$ cat config.mk
export PLATFORM = sky130hd
export DESIGN_NAME = vend_change_ctrl
export DESIGN_NICKNAME = d
export VERILOG_FILES = /design/src/rtl/vend_pkg.sv /design/src/rtl/vend_coin_counter.sv /design/src/rtl/vend_change_ctrl.sv
export SDC_FILE = /design/constraint.sdc
export NUM_CORES = 1
export LEC_CHECK = 0
export CAP_MARGIN = 0
export CORE_ASPECT_RATIO = 0.5
export CORE_MARGIN = 10
export CORE_UTILIZATION = 57
export DETAILED_ROUTE_END_ITERATION = 10
export GPL_TIMING_DRIVEN = 0
export PLACE_DENSITY_LB_ADDON = 0.25
export SYNTH_ARGS = -nofsm -noshare
export SYNTH_HDL_FRONTEND = slang
export SYNTH_SLANG_ARGS = --single-unit
$ cat constraint.sdc
create_clock -name clk_i -period 6.88 [get_ports clk_i]
set_input_delay 2.064 -clock clk_i [delete_from_list [all_inputs] [get_ports clk_i]]
set_output_delay 2.064 -clock clk_i [all_outputs]
set_load 0.01 [all_outputs]
$ cat src/rtl/vend_pkg.sv
// Shared types and coin values for the vending change dispenser.
package vend_pkg;

  typedef enum logic [1:0] {
    COIN_N,
    COIN_D,
    COIN_Q
  } coin_e;

  localparam int VAL_N = 1;
  localparam int VAL_D = 2;
  localparam int VAL_Q = 5;

  typedef enum logic [2:0] {
    IDLE,
    SELECT,
    DISPENSE,
    GAP,
    DONE
  } state_e;

  // Ejector lines are ordered {quarter,dime,nickel}.
  function automatic logic [2:0] coin_onehot(
    input coin_e c
  );
    logic [2:0] oh;
    case (c)
      COIN_Q:  oh = 3'b100;
      COIN_D:  oh = 3'b010;
      COIN_N:  oh = 3'b001;
      default: oh = 3'b000;
    endcase
    return oh;
  endfunction

endpackage

$ cat src/rtl/vend_coin_counter.sv
// Saturating inventory counter for one coin type.
// Simultaneous inc and dec cancel out.
module vend_coin_counter #(
  parameter int CNT_W = 6,
  parameter int INIT  = 4
) (
  input  logic             clk_i,
  input  logic             rst_i,
  input  logic             inc_i,
  input  logic             dec_i,
  output logic [CNT_W-1:0] cnt_o
);

  localparam logic [CNT_W-1:0] MAX = '1;

  logic [CNT_W-1:0] cnt_q;
  logic [CNT_W-1:0] cnt_d;

  always_comb begin
    cnt_d = cnt_q;
    if (inc_i && !dec_i && cnt_q != MAX)
      cnt_d = cnt_q + 1'b1;
    else if (dec_i && !inc_i && cnt_q != '0)
      cnt_d = cnt_q - 1'b1;
  end

  always_ff @(posedge clk_i or posedge rst_i) begin
    if (rst_i) cnt_q <= CNT_W'(INIT);
    else       cnt_q <= cnt_d;
  end

  assign cnt_o = cnt_q;

endmodule

$ cat src/rtl/vend_change_ctrl.sv
// Change-dispense sequencer: greedy Q/D/N ejection
// limited by on-hand inventory.
module vend_change_ctrl
  import vend_pkg::*;
#(
  parameter int AMT_W  = 5,
  parameter int CNT_W  = 6,
  parameter int INIT_Q = 4,
  parameter int INIT_D = 4,
  parameter int INIT_N = 4
) (
  input  logic             clk_i,
  input  logic             rst_i,
  input  logic             req_valid_i,
  input  logic [AMT_W-1:0] req_amount_i,
  output logic             req_ready_o,
  input  logic [2:0]       coin_in_i,
  output logic [2:0]       disp_o,
  input  logic             disp_ack_i,
  output logic             done_o,
  output logic             short_o,
  output logic [AMT_W-1:0] remaining_o,
  output logic             exact_only_o,
  output logic [CNT_W-1:0] q_cnt_o,
  output logic [CNT_W-1:0] d_cnt_o,
  output logic [CNT_W-1:0] n_cnt_o
);

  state_e           state_q;
  logic [AMT_W-1:0] rem_q;
  coin_e            coin_q;
  logic [2:0]       disp_q;
  logic             done_q;
  logic             short_q;
  logic [AMT_W-1:0] remaining_q;
  logic             ready_q;

  logic             sel_ok;
  coin_e            sel_coin;
  logic [AMT_W-1:0] coin_val;
  logic             ack_fire;
  logic [2:0]       dec;

  // Greedy pick; each branch is guarded so rem and counts never underflow.
  always_comb begin
    sel_ok   = 1'b0;
    sel_coin = COIN_N;
    if (rem_q >= AMT_W'(VAL_Q) && q_cnt_o != '0) begin
      sel_ok   = 1'b1;
      sel_coin = COIN_Q;
    end else if (rem_q >= AMT_W'(VAL_D) && d_cnt_o != '0) begin
      sel_ok   = 1'b1;
      sel_coin = COIN_D;
    end else if (n_cnt_o != '0) begin
      sel_ok   = 1'b1;
      sel_coin = COIN_N;
    end
  end

  always_comb begin
    coin_val = AMT_W'(VAL_N);
    unique case (1'b1)
      coin_q == COIN_Q: coin_val = AMT_W'(VAL_Q);
      coin_q == COIN_D: coin_val = AMT_W'(VAL_D);
      default:          coin_val = AMT_W'(VAL_N);
    endcase
  end

  assign ack_fire = (state_q == DISPENSE) && disp_ack_i;
  assign dec      = ack_fire ? coin_onehot(coin_q) : 3'b000;

  always_ff @(posedge clk_i or posedge rst_i) begin
    if (rst_i) begin
      state_q     <= IDLE;
      rem_q       <= '0;
      coin_q      <= COIN_N;
      disp_q      <= 3'b000;
      done_q      <= 1'b0;
      short_q     <= 1'b0;
      remaining_q <= '0;
      ready_q     <= 1'b1;
    end else begin
      done_q <= 1'b0;
      unique case (state_q)
        IDLE: begin
          if (req_valid_i && ready_q) begin
            rem_q   <= req_amount_i;
            ready_q <= 1'b0;
            state_q <= SELECT;
          end
        end
        SELECT: begin
          if (rem_q == '0) begin
            done_q      <= 1'b1;
            short_q     <= 1'b0;
            remaining_q <= '0;
            state_q     <= DONE;
          end else if (sel_ok) begin
            coin_q  <= sel_coin;
            disp_q  <= coin_onehot(sel_coin);
            state_q <= DISPENSE;
          end else begin
            done_q      <= 1'b1;
            short_q     <= 1'b1;
            remaining_q <= rem_q;
            state_q     <= DONE;
          end
        end
        DISPENSE: begin
          if (disp_ack_i) begin
            rem_q   <= rem_q - coin_val;
            disp_q  <= 3'b000;
            state_q <= GAP;
          end
        end
        GAP: state_q <= SELECT;
        DONE: begin
          ready_q <= 1'b1;
          state_q <= IDLE;
        end
        default: state_q <= IDLE;
      endcase
    end
  end

  vend_coin_counter #(
    .CNT_W(CNT_W),
    .INIT (INIT_Q)
  ) u_q_cnt (
    .clk_i(clk_i),
    .rst_i(rst_i),
    .inc_i(coin_in_i[2]),
    .dec_i(dec[2]),
    .cnt_o(q_cnt_o)
  );

  vend_coin_counter #(
    .CNT_W(CNT_W),
    .INIT (INIT_D)
  ) u_d_cnt (
    .clk_i(clk_i),
    .rst_i(rst_i),
    .inc_i(coin_in_i[1]),
    .dec_i(dec[1]),
    .cnt_o(d_cnt_o)
  );

  vend_coin_counter #(
    .CNT_W(CNT_W),
    .INIT (INIT_N)
  ) u_n_cnt (
    .clk_i(clk_i),
    .rst_i(rst_i),
    .inc_i(coin_in_i[0]),
    .dec_i(dec[0]),
    .cnt_o(n_cnt_o)
  );

  assign req_ready_o  = ready_q;
  assign disp_o       = disp_q;
  assign done_o       = done_q;
  assign short_o      = short_q;
  assign remaining_o  = remaining_q;
  assign exact_only_o = (n_cnt_o == '0);

endmodule

==> metrics <==
synth warn 0; Final nets 315; drt drc 0; Post-synth ARST share 100%; cells on worst reg2reg path 10; CP Depth 11; final antenna diode count 0; root buffer cell clkbuf_8; Max-cap violations 0; largest family of logic cells by synthesized area compound AO/OA/AOI/OAI gates; CP Data Required Time 7.10 ns; vias in the first global route 2052; Fillers 286; hold_buf cts 0; worst path cell trace clkdlybuf4s50_1 > nand3b_1 > or3_1 > and3_1 > inv_1 > ha_1 > a211oi_1 > o21bai_1 > a21oi_1 > mux2i_1 > xnor2_1; most frequent cells in the layout clkdlybuf4s50_1 (41), dfrtp_1 (35), a21oi_1 (18); commonest non-fill, non-tap cell in the layout clkdlybuf4s50_1; Post-Syn Area per Cell 10.4 um2; chip height 66.4 um; RR Startpoint coin_q[1]$_DFFE_PP0P_; Post-DRT Antenna Nets 0; clock group share of total power 20.2%; Post-synth EDFFs 0; P_leak 0.00143 uW; post-CTS setup buffers 0; CP Capture Type flip-flop; NetSw 394 uW; clk_skew 0.00539 ns; combinational power share 45.3%; CTS tree yes; Final Max Tran Viols 0; gr usage total 15.6%; post-CTS sizing 0; Crit Path Class primary input to flip-flop; Peak VDD IR 0.000263 V; CTS buffer count 5; cells after synthesis 236; # clock sinks 39; Worst Tran Pin Value 0.805 ns; Final setup violation count 0; HP Class flip-flop to flip-flop; delay-heaviest family, CP simple AND/OR/NAND/NOR gates; Reg power frac 34.5%; cell area after layout 3070 um2; unrepaired setup endpoints after global routing false; post-synthesis cell area 2460 um2; type of origin of the critical path primary input; top cell type's share of synthesized area 35.7%; Max clock buf depth 2; final hold vios 0; I/O pins 42; global route overflow 0; largest net degree at the start of global routing 40; post-synthesis mux area share 9.73%; setup TNS 0 ns; HP Start disp_o[2]$_DFFE_PP0P_; layout cells sized above 1 14.0%; pwr dens 366 nW/um2; XOR/XNOR share of the synthesized area 5.35%; Slew HR 46.3%; Distinct cells, synth 49; gpl congestion 0.876; clock-pin slew of the registers on the worst-case setup and hold paths 0.08 ns; Mapped Nets 267; Initial DRC Count 96; simple-gate share of the synthesized area 14.2%; leading area contributor after synthesis dfrtp_1; worst skew pair latency 0.29 ns; CTS H-tree depth 2; Max Clock Freq 222 MHz; die area 7490 um2; Avg WL per Cell 16.6 um; core footprint 4020 um2; post-DR vias/cell 5.80; Area Growth Syn to Fin 24.9%; WP buf/inv 2; final worst path period need 4.50 ns; final core utilization 76.2%; hold depth 1; largest cells by area after synthesis dfrtp_1 (36%), ha_1 (7.6%), mux2_2 (5.0%), dfstp_2 (4.3%), a21oi_1 (3.7%); CP endpoint u_d_cnt.cnt_o[5]$_DFFE_PP0P_; DRT Wirelength 5630 um; predominant post-synthesis flop cell dfrtp_1; num rows 16; sequential area share after synthesis 39.9%; Synth Register Bits 39; via count 1966; I/O Buffers 41; reg2reg end u_d_cnt.cnt_o[5]$_DFFE_PP0P_; CP Launch Point disp_ack_i; Die Wd 113 um; initial antenna violation count 0; fraction of power spent switching nets 35.1%; r2r setup slk 4.12 ns; post-synthesis compound-gate area fraction 16.8%; Int Pwr 729 uW; Post-DP HPWL 4230 um; Starting Density 61.0%; outcome finished, final reports clean; Placed Instance Area 2930 um2; Synth Area in Adders 10.9%; Arr. time, crit path 4.72 ns; CP max-delay cell clkdlybuf4s50_1; first-pass GRT wire length 9670 um; crit-path max FO 5; Final period util 65.4%; CP peak stage delay 0.52 ns; drt pass-1 iters 4
## how the worst min path moves through the flow
stage | endpoint | slack [ns]
final | disp_o[2]$_DFFE_PP0P_ | 0.48
after floorplan | coin_q[0]$_DFFE_PP0P_ | 0.52
after global routing | disp_o[2]$_DFFE_PP0P_ | 0.50
after CTS | disp_o[2]$_DFFE_PP0P_ | 0.49
after global placement | disp_o[2]$_DFFE_PP0P_ | 0.46
after detailed placement | disp_o[2]$_DFFE_PP0P_ | 0.47
## flip-flops by register name, indices dropped and copies added (netlist names)
register       cells
coin_q             2
done_o             1
u_d_cnt.cnt_o      6
disp_o             3
u_n_cnt.cnt_o      6
state_q            3
short_o            1
req_ready_o        1
rem_q              5
u_q_cnt.cnt_o      6
remaining_o        5
## through the flow
stage / power (uW) / worst slack, ns / hold WS (ns) / instances
after CTS: 1130 / 2.36 / 0.488 / 339
after detailed placement: 901 / 2.08 / 0.471 / 331
final: 1120 / 2.38 / 0.484 / 339
after global placement: 871 / 2.16 / 0.464 / 331
after global routing: 1210 / 2.23 / 0.504 / 339
after floorplan: 704 / 2.89 / 0.517 / 236
## worst register-to-register path, delay by kind of cell, from the launching register on
family                   cells  cell delay [ns]
flip-flops                   1             0.45
AO/OA/AOI/OAI                3             0.57
XOR/XNOR                     1             0.14
multiplexers                 1             0.24
adder cells (fa/ha/maj)      1             0.28
buffers and inverters        1             0.16
AND/OR/NAND/NOR              3             0.86
## metal layers
layer	track usage (%)	wire (um)	vias to the layer above
li1	-	-	948
met1	17.7	2460	971
met2	27.5	2790	40
met3	5.53	348	7
met4	4.25	36	0
met5	0	0	-
## kinds of logic (layout without fill, tap and decap cells)
kind of cell	Yosys count	after routing
muxes	20	20
xor gates and xnor gates	15	15
and+or+nand+nor	61	61
buffers and inverters	20	69
DFF	39	39
adders and majority gates	19	19
AOI/OAI and AO/OA	62	62
## synth_stat cells, types with 6 or more instances
cell / n
a22o_1: 6
o21ai_0: 11
xnor2_1: 10
dfrtp_1: 35
nor2_1: 17
nand2_1: 12
a21oi_1: 18
mux2_2: 11
a21o_1: 10
ha_1: 15
inv_1: 16
## area by class of cell
| cell class | instances | area [um2] | share of cell area, % |
|---|---|---|---|
| Buffer | 4 | 16.3 | 0.530 |
| Clock buffer | 6 | 72.6 | 2.37 |
| Clock inverter | 2 | 60.1 | 1.96 |
| Inverter | 16 | 60.1 | 1.96 |
| Multi-Input combinational cell | 177 | 1400 | 45.6 |
| Sequential cell | 39 | 981 | 32.0 |
| Tap cell | 54 | 67.6 | 2.20 |
| Timing Repair Buffer | 41 | 410 | 13.4 |
## power by group through the flow
stage          clock network [uW]  logic, uW  registers [uW]
3_5_place_dp                    0        510             391
2_1_floorplan                   0        307             397
5_1_grt                       240        569             400
3_3_place_gp                    0        485             386
4_1_cts                       229        516             387
6_report                      227        508             388
Note: power is estimated with default switching activity, not from simulation.
